$ cat src/rtl/fsm2_pkg.sv
// Shared definitions for the fsm2 pattern generator and its receive-side checker:
// phase constants, the 8-entry symbol table and the checker FSM state encoding.
package fsm2_pkg;

    localparam logic [2:0] S0 = 3'd0;
    localparam logic [2:0] S1 = 3'd1;
    localparam logic [2:0] S2 = 3'd2;
    localparam logic [2:0] S3 = 3'd3;
    localparam logic [2:0] S4 = 3'd4;
    localparam logic [2:0] S5 = 3'd5;
    localparam logic [2:0] S6 = 3'd6;
    localparam logic [2:0] S7 = 3'd7;

    // Entry i holds the symbol emitted at phase i (index 0 is the low nibble).
    localparam logic [7:0][3:0] PAT_TABLE = {
        4'b0111, 4'b0011, 4'b0000, 4'b0000,
        4'b1000, 4'b0010, 4'b0001, 4'b0000
    };

    typedef enum logic [1:0] {
        HUNT   = 2'd0,
        VERIFY = 2'd1,
        LOCK   = 2'd2
    } fsm2_state_e;

    function automatic logic [3:0] pat_sym(input logic [2:0] ph);
        return PAT_TABLE[ph];
    endfunction

endpackage

$ cat src/rtl/fsm2_pat_lut.sv
// Combinational pattern lookup: symbol-to-phase for the unambiguous symbols,
// and phase-to-expected-symbol for tracking.
module fsm2_pat_lut
    import fsm2_pkg::*;
(
    input  logic [3:0] sym,
    input  logic [2:0] phase,
    output logic       uniq,
    output logic [2:0] uniq_phase,
    output logic [3:0] exp_sym
);

    // 0000 occurs at three phases, so it can never establish alignment.
    always_comb begin
        uniq       = 1'b0;
        uniq_phase = S0;
        case (sym)
            4'b0001: begin uniq = 1'b1; uniq_phase = S1; end
            4'b0010: begin uniq = 1'b1; uniq_phase = S2; end
            4'b1000: begin uniq = 1'b1; uniq_phase = S3; end
            4'b0011: begin uniq = 1'b1; uniq_phase = S6; end
            4'b0111: begin uniq = 1'b1; uniq_phase = S7; end
            default: begin uniq = 1'b0; uniq_phase = S0; end
        endcase
    end

    assign exp_sym = pat_sym(phase);

endmodule

$ cat config.mk
export PLATFORM = sky130hd
export DESIGN_NAME = fsm2_pat_lut
export DESIGN_NICKNAME = d
export VERILOG_FILES = /design/src/rtl/fsm2_pkg.sv /design/src/rtl/fsm2_pat_lut.sv
export SDC_FILE = /design/constraint.sdc
export NUM_CORES = 1
export LEC_CHECK = 0
export ABC_AREA = 1
export CORE_AREA = 5 5 42 44
export DETAILED_ROUTE_END_ITERATION = 10
export DIE_AREA = 0 0 47 49
export GPL_ROUTABILITY_DRIVEN = 0
export SYNTH_ARGS = -nofsm -noshare
export SYNTH_HDL_FRONTEND = slang
export SYNTH_SLANG_ARGS = --single-unit
$ cat constraint.sdc
create_clock -name vclk -period 0.8
set_input_delay 0.16 -clock vclk [all_inputs]
set_output_delay 0.16 -clock vclk [all_outputs]
set_load 0.1 [all_outputs]
Word-level counts from Yosys, hierarchy flattened --
Memories as Yosys holds them, arrays and structs flattened. Index checks and enable logic that the tools add are counted.
Operators by class: magnitude comparators 1, equality and inequality tests 5, multiplexer cells 3, reduce and logical (&&, ||, !) cells 1
Operators with widths (count):
- 3-bit one-hot mux with 5 select lines | 1
- 4-bit by 2-bit == test with 1-bit output (second input constant) | 2
- 5-bit OR reduction | 1
- 4-bit by 1-bit == test with 1-bit output (second input constant) | 1
- 4-bit by 3-bit == test with 1-bit output (second input constant) | 1
- 4-bit == test (second input constant) | 1
- 3-bit by 4-bit < comparator with 1-bit output (second input constant) | 1
- 4-bit 2-to-1 mux | 1
- 1-bit 2-to-1 mux | 1
Word-level totals: bits in registers 0, memory bits (read-only) 32, input port bits 7, output and inout bits 8, word-level logic and storage cells 11, memories 1
Memory list:
- (no name shown) | words 8, width 4, rd ports 1, clocked after Yosys merged registers in 0, write ports 0, line fsm2_pkg.sv:27 | return PAT_TABLE[ph];

Logic depth before layout (Yosys ltp) --
Gate-level depths: netlist (run 1).
word-level depth 3, depth in mapped cells 4, gate-level depth less buffers 4

Worst setup path after synthesis (run 1) --
No wires, ideal clock.
kind input to output, start point in phase[2], end point out exp_sym[0], arrival 2.371 ns, required time 0.640 ns, slack -1.731 ns, cell stages on the path 3, path buffers 0, cells stage by stage inv_1 > nand2_1 > o21ai_0
On the way: cells in the longest elaborated chain, start to end 2
RTL lines:
- start: declaration | line fsm2_pat_lut.sv:7 | input logic [2:0] phase,
- memory read 8 x 4 bit
- 4-bit 2-to-1 mux (implied by the code) | line fsm2_pkg.sv:27
- end: declaration | line fsm2_pat_lut.sv:10 | output logic [3:0] exp_sym
No other way between the ends. The select of a mux whose other input is x is not followed.

Worst setup path after layout (run 1) --
start point in sym[3], end point out uniq_phase[0]
On the way: cells in the longest elaborated chain, start to end 2, elaborated cells on any way between the ends 6, classes of those cells 5 x eq/ne; 1 x mux
RTL lines:
- start: declaration | line fsm2_pat_lut.sv:6 | input logic [3:0] sym,
- 4-bit by 3-bit == test with 1-bit output, or another cell as far along | line fsm2_pat_lut.sv:17 | case (sym)
- 3-bit one-hot mux with 5 select lines (*) | line fsm2_pat_lut.sv:17
- end: declaration | line fsm2_pat_lut.sv:9 | output logic [2:0] uniq_phase,
Every way passes the cells marked *; elsewhere a longest branch is shown, timed or not.

==> out/results.env, run 1 <==
IOS=15
GLOBAL_ROUTE.OVERFLOW_TOTAL=0
FINAL-MAX-SLEW-VIOLATION-COUNT=0
CP_DATA_REQUIRED_TIME_NS=0.64
DR.FIRST_ITER.DRC_COUNT=0
ANT_NETS=0
MAX-VDD-IR-DROP_mV=0.357
STATUS='finished with violations'
HOLD_PATH.CLASS='primary input to primary output'
FILL_CELLS=134
POSTLAYOUTSETUPSLACKWORST_NS=-0.130
FINAL_LAYOUT_SIZE_SUFFIX_GT1_FRAC=0.955
GRT_SETUP_UNREPAIRED='true'
TIGHTESTPINTRANSITION_NS=0.169
PWR_DENSITY_CELL_nW_PER_UM2=840
WORST_SETUP_PATH_END='uniq_phase[0]'
DRT-VIAS-PER-INSTANCE=3.88
GRT_ANTENNA_BEFORE_REPAIR=0
DETAIL_ROUTE.FIRST_PASS.ITERATIONS=1
AREA_OF_COMBINATIONAL_CELLS_WITH_MULTIPLE_INPUTS_UM2=260
CORE_UM2=1400
NETLIST-CELL-TYPE-COUNT=12
CRIT_PATH_END_KIND='primary output'
PORT_BUFFERS=15
CP_CLASS='primary input to primary output'
MAXCAPVIOLATIONS=0
FAILING_CHECKS='setup timing'
P_LEAK_nW=0.279
LAYOUT.NETS=53
AREAGROWTHSYNTHTOFINISH_PCT=454
DIE_W_UM=47
SYN_AREA_UM2=116
HPWL_UM=493
MAX_CLOCK_FREQ_GHz=1.07
WARNINGS_FROM_YOSYS=0
FF_LATCH_AREA_UM2=0
SEQ_CELL_COUNT=0
HOLD_VIOL_FINAL=0
FINAL_CORE_UTILIZATION=0.460
GRT_USE_TOTAL=0.0561
ARRIVAL_NS=0.77
CRIT_PATH_START_KIND='primary input'
SETUP_VIOL=8
N_CLOCK_BUFFER=0
ROUTE.FINAL.WIRE_LENGTH_UM=577
FIRST_ELEMENT_OF_THE_CRITICAL_PATH='sym[3]'
DRC_VIOLS=0
WORST_HOLD_SLACK_NS=0.626
SYNTH_NETS=33
VIAS=233
ANTENNA_CELLS_INSERTED=0
PERIOD_NEEDED_NS=0.930
START_UTIL=0.0830
VIAS_IN_THE_FIRST_GLOBAL_ROUTE=245
WORST-PATH-MAX-FANOUT=4
SYNTH.YOSYS.SEQ_AREA_SHARE=0
SYNTHESIS.AREA_PER_INSTANCE_UM2=4.48
FLOORPLAN.DIE_AREA_UM2=2300
CTS_HOLD_BUF=0
ROWS=14
MAXSLEWHEADROOM=0.887
ROUTED_WIRE_LENGTH_PER_INSTANCE_UM=9.62
GRT_START_MAX_NET_PINS=5
GRT_PASS1_WL_UM=1010
FIN_CRIT_SH=1.16
VERT_DIE_DIM_UM=49
SYN_INST_COUNT=26
worst max-delay path, stage by stage:
cell and delay (ns):
sky130_fd_sc_hd__buf_12 0.10, sky130_fd_sc_hd__inv_6 0.03, sky130_fd_sc_hd__nor2_4 0.11, sky130_fd_sc_hd__nand2_4 0.09, sky130_fd_sc_hd__nand3_4 0.10, sky130_fd_sc_hd__buf_12 0.17
how the worst min path moves through the flow:
stage	start	end	slack [ns]	cells past startpoint
2_1_floorplan	sym[3]	uniq_phase[2]	0.43	1
3_3_place_gp	phase[1]	exp_sym[3]	1.14	4
3_5_place_dp	sym[1]	uniq_phase[2]	1.13	5
4_1_cts	sym[0]	uniq_phase[2]	0.69	4
5_1_grt	sym[3]	uniq_phase[2]	0.63	3
6_report	sym[3]	uniq_phase[2]	0.63	3
layout by cell type (no fill, tap or decap), types with 2 or more instances in the layout:
| master | instances |
|---|---|
| sky130_fd_sc_hd__buf_12 | 12 |
| sky130_fd_sc_hd__nor2_4 | 7 |
| sky130_fd_sc_hd__nand2_4 | 4 |
| sky130_fd_sc_hd__buf_6 | 4 |
| sky130_fd_sc_hd__nand2_8 | 2 |
| sky130_fd_sc_hd__nand3_4 | 2 |
| sky130_fd_sc_hd__buf_4 | 2 |
cell type report:
| cell class | instances | share of cell area |
|---|---|---|
| Tap cell | 16 | 0.0311 |
| Multi-Input combinational cell | 20 | 0.404 |
| Timing Repair Buffer | 18 | 0.466 |
| Inverter | 6 | 0.0990 |
synthesized netlist by cell type:
master                    number  area share
sky130_fd_sc_hd__nand2_1       6        0.19
sky130_fd_sc_hd__nor2_1        6        0.19
sky130_fd_sc_hd__inv_1         5        0.16
sky130_fd_sc_hd__a21oi_1       1       0.043
sky130_fd_sc_hd__inv_2         1       0.032
sky130_fd_sc_hd__nand2_2       1       0.054
sky130_fd_sc_hd__nand3_1       1       0.043
sky130_fd_sc_hd__nand3_2       1       0.086
sky130_fd_sc_hd__nand4_1       1       0.054
sky130_fd_sc_hd__nor2_2        1       0.054
sky130_fd_sc_hd__nor3_1        1       0.043
sky130_fd_sc_hd__o21ai_0       1       0.043
where the power goes:
part | internal (mW) | switching, mW | total [mW] | leakage (nW)
Clock | 0 | 0 | 0 | 0
Sequential | 0 | 0 | 0 | 0
Combinational | 0.216 | 0.325 | 0.541 | 0.279
Total | 0.216 | 0.325 | 0.541 | 0.279
cells by family (layout without fill, tap and decap cells):
family | count (synthesis) | count (layout) | share of synthesized area
buf+inv | 6 | 24 | 0.194
compound gates | 2 | 2 | 0.0859
simple gates | 18 | 18 | 0.720
metrics by stage:
step,setup slack [ns],cell area (um2),power (mW),instances,setup TNS (ns)
6_report,-0.130,644,0.541,60,-0.583
3_3_place_gp,-0.716,569,0.497,61,-5.02
2_1_floorplan,-0.325,277,0.283,26,-0.807
5_1_grt,-0.161,644,0.561,60,-0.775
3_5_place_dp,-0.740,569,0.499,61,-5.06
4_1_cts,-0.217,632,0.538,62,-1.26
layer usage:
layer | global-route usage | vias up | share of wire
met5 | 0 | - | 0
met4 | 0 | 0 | 0
met3 | 0.00369 | 0 | 0.12
met2 | 0.109 | 12 | 0.56
met1 | 0.0674 | 103 | 0.31
li1 | - | 118 | -
what timing repair did:
| action | in CTS | in global routing |
|---|---|---|
| buffers inserted | 1 | 0 |
| endpoints found under the hold margin | 0 | 0 |
| pin swaps | 15 | 10 |
| resized for setup | 49 | 16 |
| setup endpoints to repair | 8 | 8 |
Power figures use the tool's default switching activity.
==> inputs of run 2 (changes only) <==
- GPL_ROUTABILITY_DRIVEN: 0 -> not set
- clock period: 0.8 -> 0.97 ns (I/O delays scaled with it)
==> out/results.env, run 2 (same netlist as run 1, synthesis figures left out) <==
FINAL_LAYOUT_SIZE_SUFFIX_GT1_FRAC=0.956  # +0.00101
AREAGROWTHSYNTHTOFINISH_PCT=447
POSTLAYOUTCELLAREA_UM2=637  # -1.2%
ARRIVAL_NS=0.85  # +0.08 ns
HPWL_UM=520  # +5.5%
DETAIL_ROUTE.FIRST_PASS.ITERATIONS=4  # +3
GRT_ANTENNA_BEFORE_REPAIR=0  # unchanged
POSTCTSSETUPBUFFERS=0  # -1
WORST_SETUP_PATH_END='exp_sym[0]'
VIAS=247  # +6.0%
DIE_W_UM=47  # unchanged
ANTENNA_CELLS_INSERTED=0  # unchanged
ANT_NETS=0  # unchanged
IOS=15  # unchanged
CTS_HOLD_BUF=0  # unchanged
GRT_USE_TOTAL=0.0582  # +0.00211
DPL-INSTANCE-AREA_UM2=531  # -6.8%
TOTAL_POWER_mW=0.441  # -18%
STATUS='finished with violations'
SETUP_VIOL=4  # -4
VIAS_IN_THE_FIRST_GLOBAL_ROUTE=259  # +5.7%
FINAL-INSTANCE-COUNT-EXCL-FILL=61  # +1.7%
PRE_CTS_SLACK_NS=-0.590  # +0.150 ns
N_CLOCK_BUFFER=0  # unchanged
CORE_UM2=1400  # unchanged
SHARE_CLK_OF_TOTAL_POWER=0  # unchanged
CRITICAL_PATH_CELL_COUNT=6  # unchanged
POST-PLACE-CELLS=62  # +1.6%
GRT_SETUP_UNREPAIRED='true'
SEQ_CELL_COUNT=0  # unchanged
HOLD_PATH.CLASS='primary input to primary output'
PORT_BUFFERS=15  # unchanged
AREA_OF_COMBINATIONAL_CELLS_WITH_MULTIPLE_INPUTS_UM2=251  # -3.4%
MAX_CLOCK_FREQ_GHz=0.961
MAX-VDD-IR-DROP_mV=0.370  # +3.6%
PERIOD_NEEDED_NS=1.04
VERT_DIE_DIM_UM=49  # unchanged
FIN_TNS_SETUP_NS=-0.0984  # +0.485 ns
GRT_PASS1_WL_UM=1060  # +5.5%
LAYOUT.NETS=54  # +1.9%
POWER_FRAC_COMB=1.000  # about the same
CP_TOP_FAMILY='buffers and inverters'
START_UTIL=0.0830  # unchanged
TIGHTESTPINTRANSITION_NS=0.173  # +0.00456 ns
MOST-COMMON-LAYOUT-CELLS='sky130_fd_sc_hd__buf_12, sky130_fd_sc_hd__nor2_4, sky130_fd_sc_hd__nand2_4, sky130_fd_sc_hd__buf_4, sky130_fd_sc_hd__buf_6'
PWR-SHARE-SEQ=0  # unchanged
DR.FIRST_ITER.DRC_COUNT=2  # +2
WORST_HOLD_SLACK_NS=0.704  # +0.0775 ns
CRIT_PATH_END_KIND='primary output'
FINAL-MAX-SLEW-VIOLATION-COUNT=0  # unchanged
ROUTED_WIRE_LENGTH_PER_INSTANCE_UM=10.7  # +11%
GP_ROUTABILITY_CONGESTION=0.618
CRITPATHMAXSTAGEDELAY_NS=0.19  # +0.02 ns
FAILING_CHECKS='setup timing'
GRT_START_MAX_NET_PINS=5  # unchanged
FF_LATCH_AREA_UM2=0  # unchanged
CP_SLOWEST_CELL='sky130_fd_sc_hd__buf_12'
FIN_CRIT_SH=1.07
WORST-PATH-MAX-FANOUT=2  # -2
POWER.SHARE.SWITCHING=0.603  # +0.00335
CRITPATHBUFINV=4  # +1
ROWS=14  # unchanged
CRIT_PATH_START_KIND='primary input'
FIRST_ELEMENT_OF_THE_CRITICAL_PATH='phase[2]'
PWR_DENSITY_CELL_nW_PER_UM2=693  # -18%
LAYOUT.CELLS.MOST_COMMON='sky130_fd_sc_hd__buf_12'
HOLD_VIOL_FINAL=0  # unchanged
P_LEAK_nW=0.283  # +1.5%
POSTLAYOUTSETUPSLACKWORST_NS=-0.0703  # +0.0600 ns
GLOBAL_ROUTE.OVERFLOW_TOTAL=0  # unchanged
FINAL_CORE_UTILIZATION=0.454  # -0.00536
CP_DATA_REQUIRED_TIME_NS=0.78  # +0.14 ns
FLOORPLAN.DIE_AREA_UM2=2300  # unchanged
MAXCAPVIOLATIONS=0  # unchanged
TIMING.CRITICAL_PATH.CELLS='buf_6, buf_8, inv_16, nand2_8, o21ai_4, buf_12'
DRT-VIAS-PER-INSTANCE=4.05  # +4.3%
FILL_CELLS=144  # +7.5%
MAXSLEWHEADROOM=0.884  # -0.00305
DRC_VIOLS=0  # unchanged
ROUTE.FINAL.WIRE_LENGTH_UM=654  # +13%
INTERNAL_POWER_mW=0.175  # -19%
CP_CLASS='primary input to primary output'
P_SWITCHING_mW=0.266  # -18%
-- run 2: cell types whose count changed in the layout (fill, tap and decap cells not counted) --
cell	delta
sky130_fd_sc_hd__buf_12	-1
sky130_fd_sc_hd__nand2_4	+1
sky130_fd_sc_hd__inv_8	-1
sky130_fd_sc_hd__buf_8	+1
sky130_fd_sc_hd__clkinv_8	+1
sky130_fd_sc_hd__nand2_8	-1
sky130_fd_sc_hd__buf_2	+1
sky130_fd_sc_hd__buf_4	+1
sky130_fd_sc_hd__buf_6	-1
-- run 2: worst min path at each step --
stage | start | end | slack (ns) | cells after the start
after floorplan | sym[3] | uniq_phase[2] | 0.50 | 1
final | sym[3] | uniq_phase[2] | 0.70 | 3
after global placement | phase[1] | exp_sym[2] | 1.18 | 4
after detailed placement | phase[1] | exp_sym[2] | 1.19 | 4
after CTS | sym[3] | uniq_phase[2] | 0.74 | 3
after global routing | sym[3] | uniq_phase[2] | 0.71 | 3
-- run 2: worst min-delay path, stage by stage --
cell and delay (ns):
sky130_fd_sc_hd__buf_12 0.11, sky130_fd_sc_hd__nor3_4 0.05, sky130_fd_sc_hd__buf_12 0.15
-- run 2: layout make-up --
class / count / share of cell area
Multi-Input combinational cell: 20 / 0.395
Timing Repair Buffer: 19 / 0.466
Tap cell: 16 / 0.0314
Inverter: 6 / 0.108
-- run 2: per-layer routing --
layer / GRT usage / up-vias / wire [um]
li1: - / 120 / -
met1: 0.0565 / 115 / 183
met2: 0.115 / 12 / 405
met3: 0.0221 / 0 / 65
met4: 0 / 0 / 0
met5: 0 / - / 0
-- run 2: what timing repair did --
item                                    in CTS  in global routing
gates resized for setup                     58                 15
pin swaps                                   15                  9
endpoints found under the setup margin       8                  6
-- run 2: power groups by stage --
stage                     logic (mW)  clock network [mW]  registers, mW
after floorplan                0.226                   0              0
after global placement         0.389                   0              0
after detailed placement       0.391                   0              0
after CTS                      0.426                   0              0
after global routing           0.457                   0              0
final                          0.441                   0              0
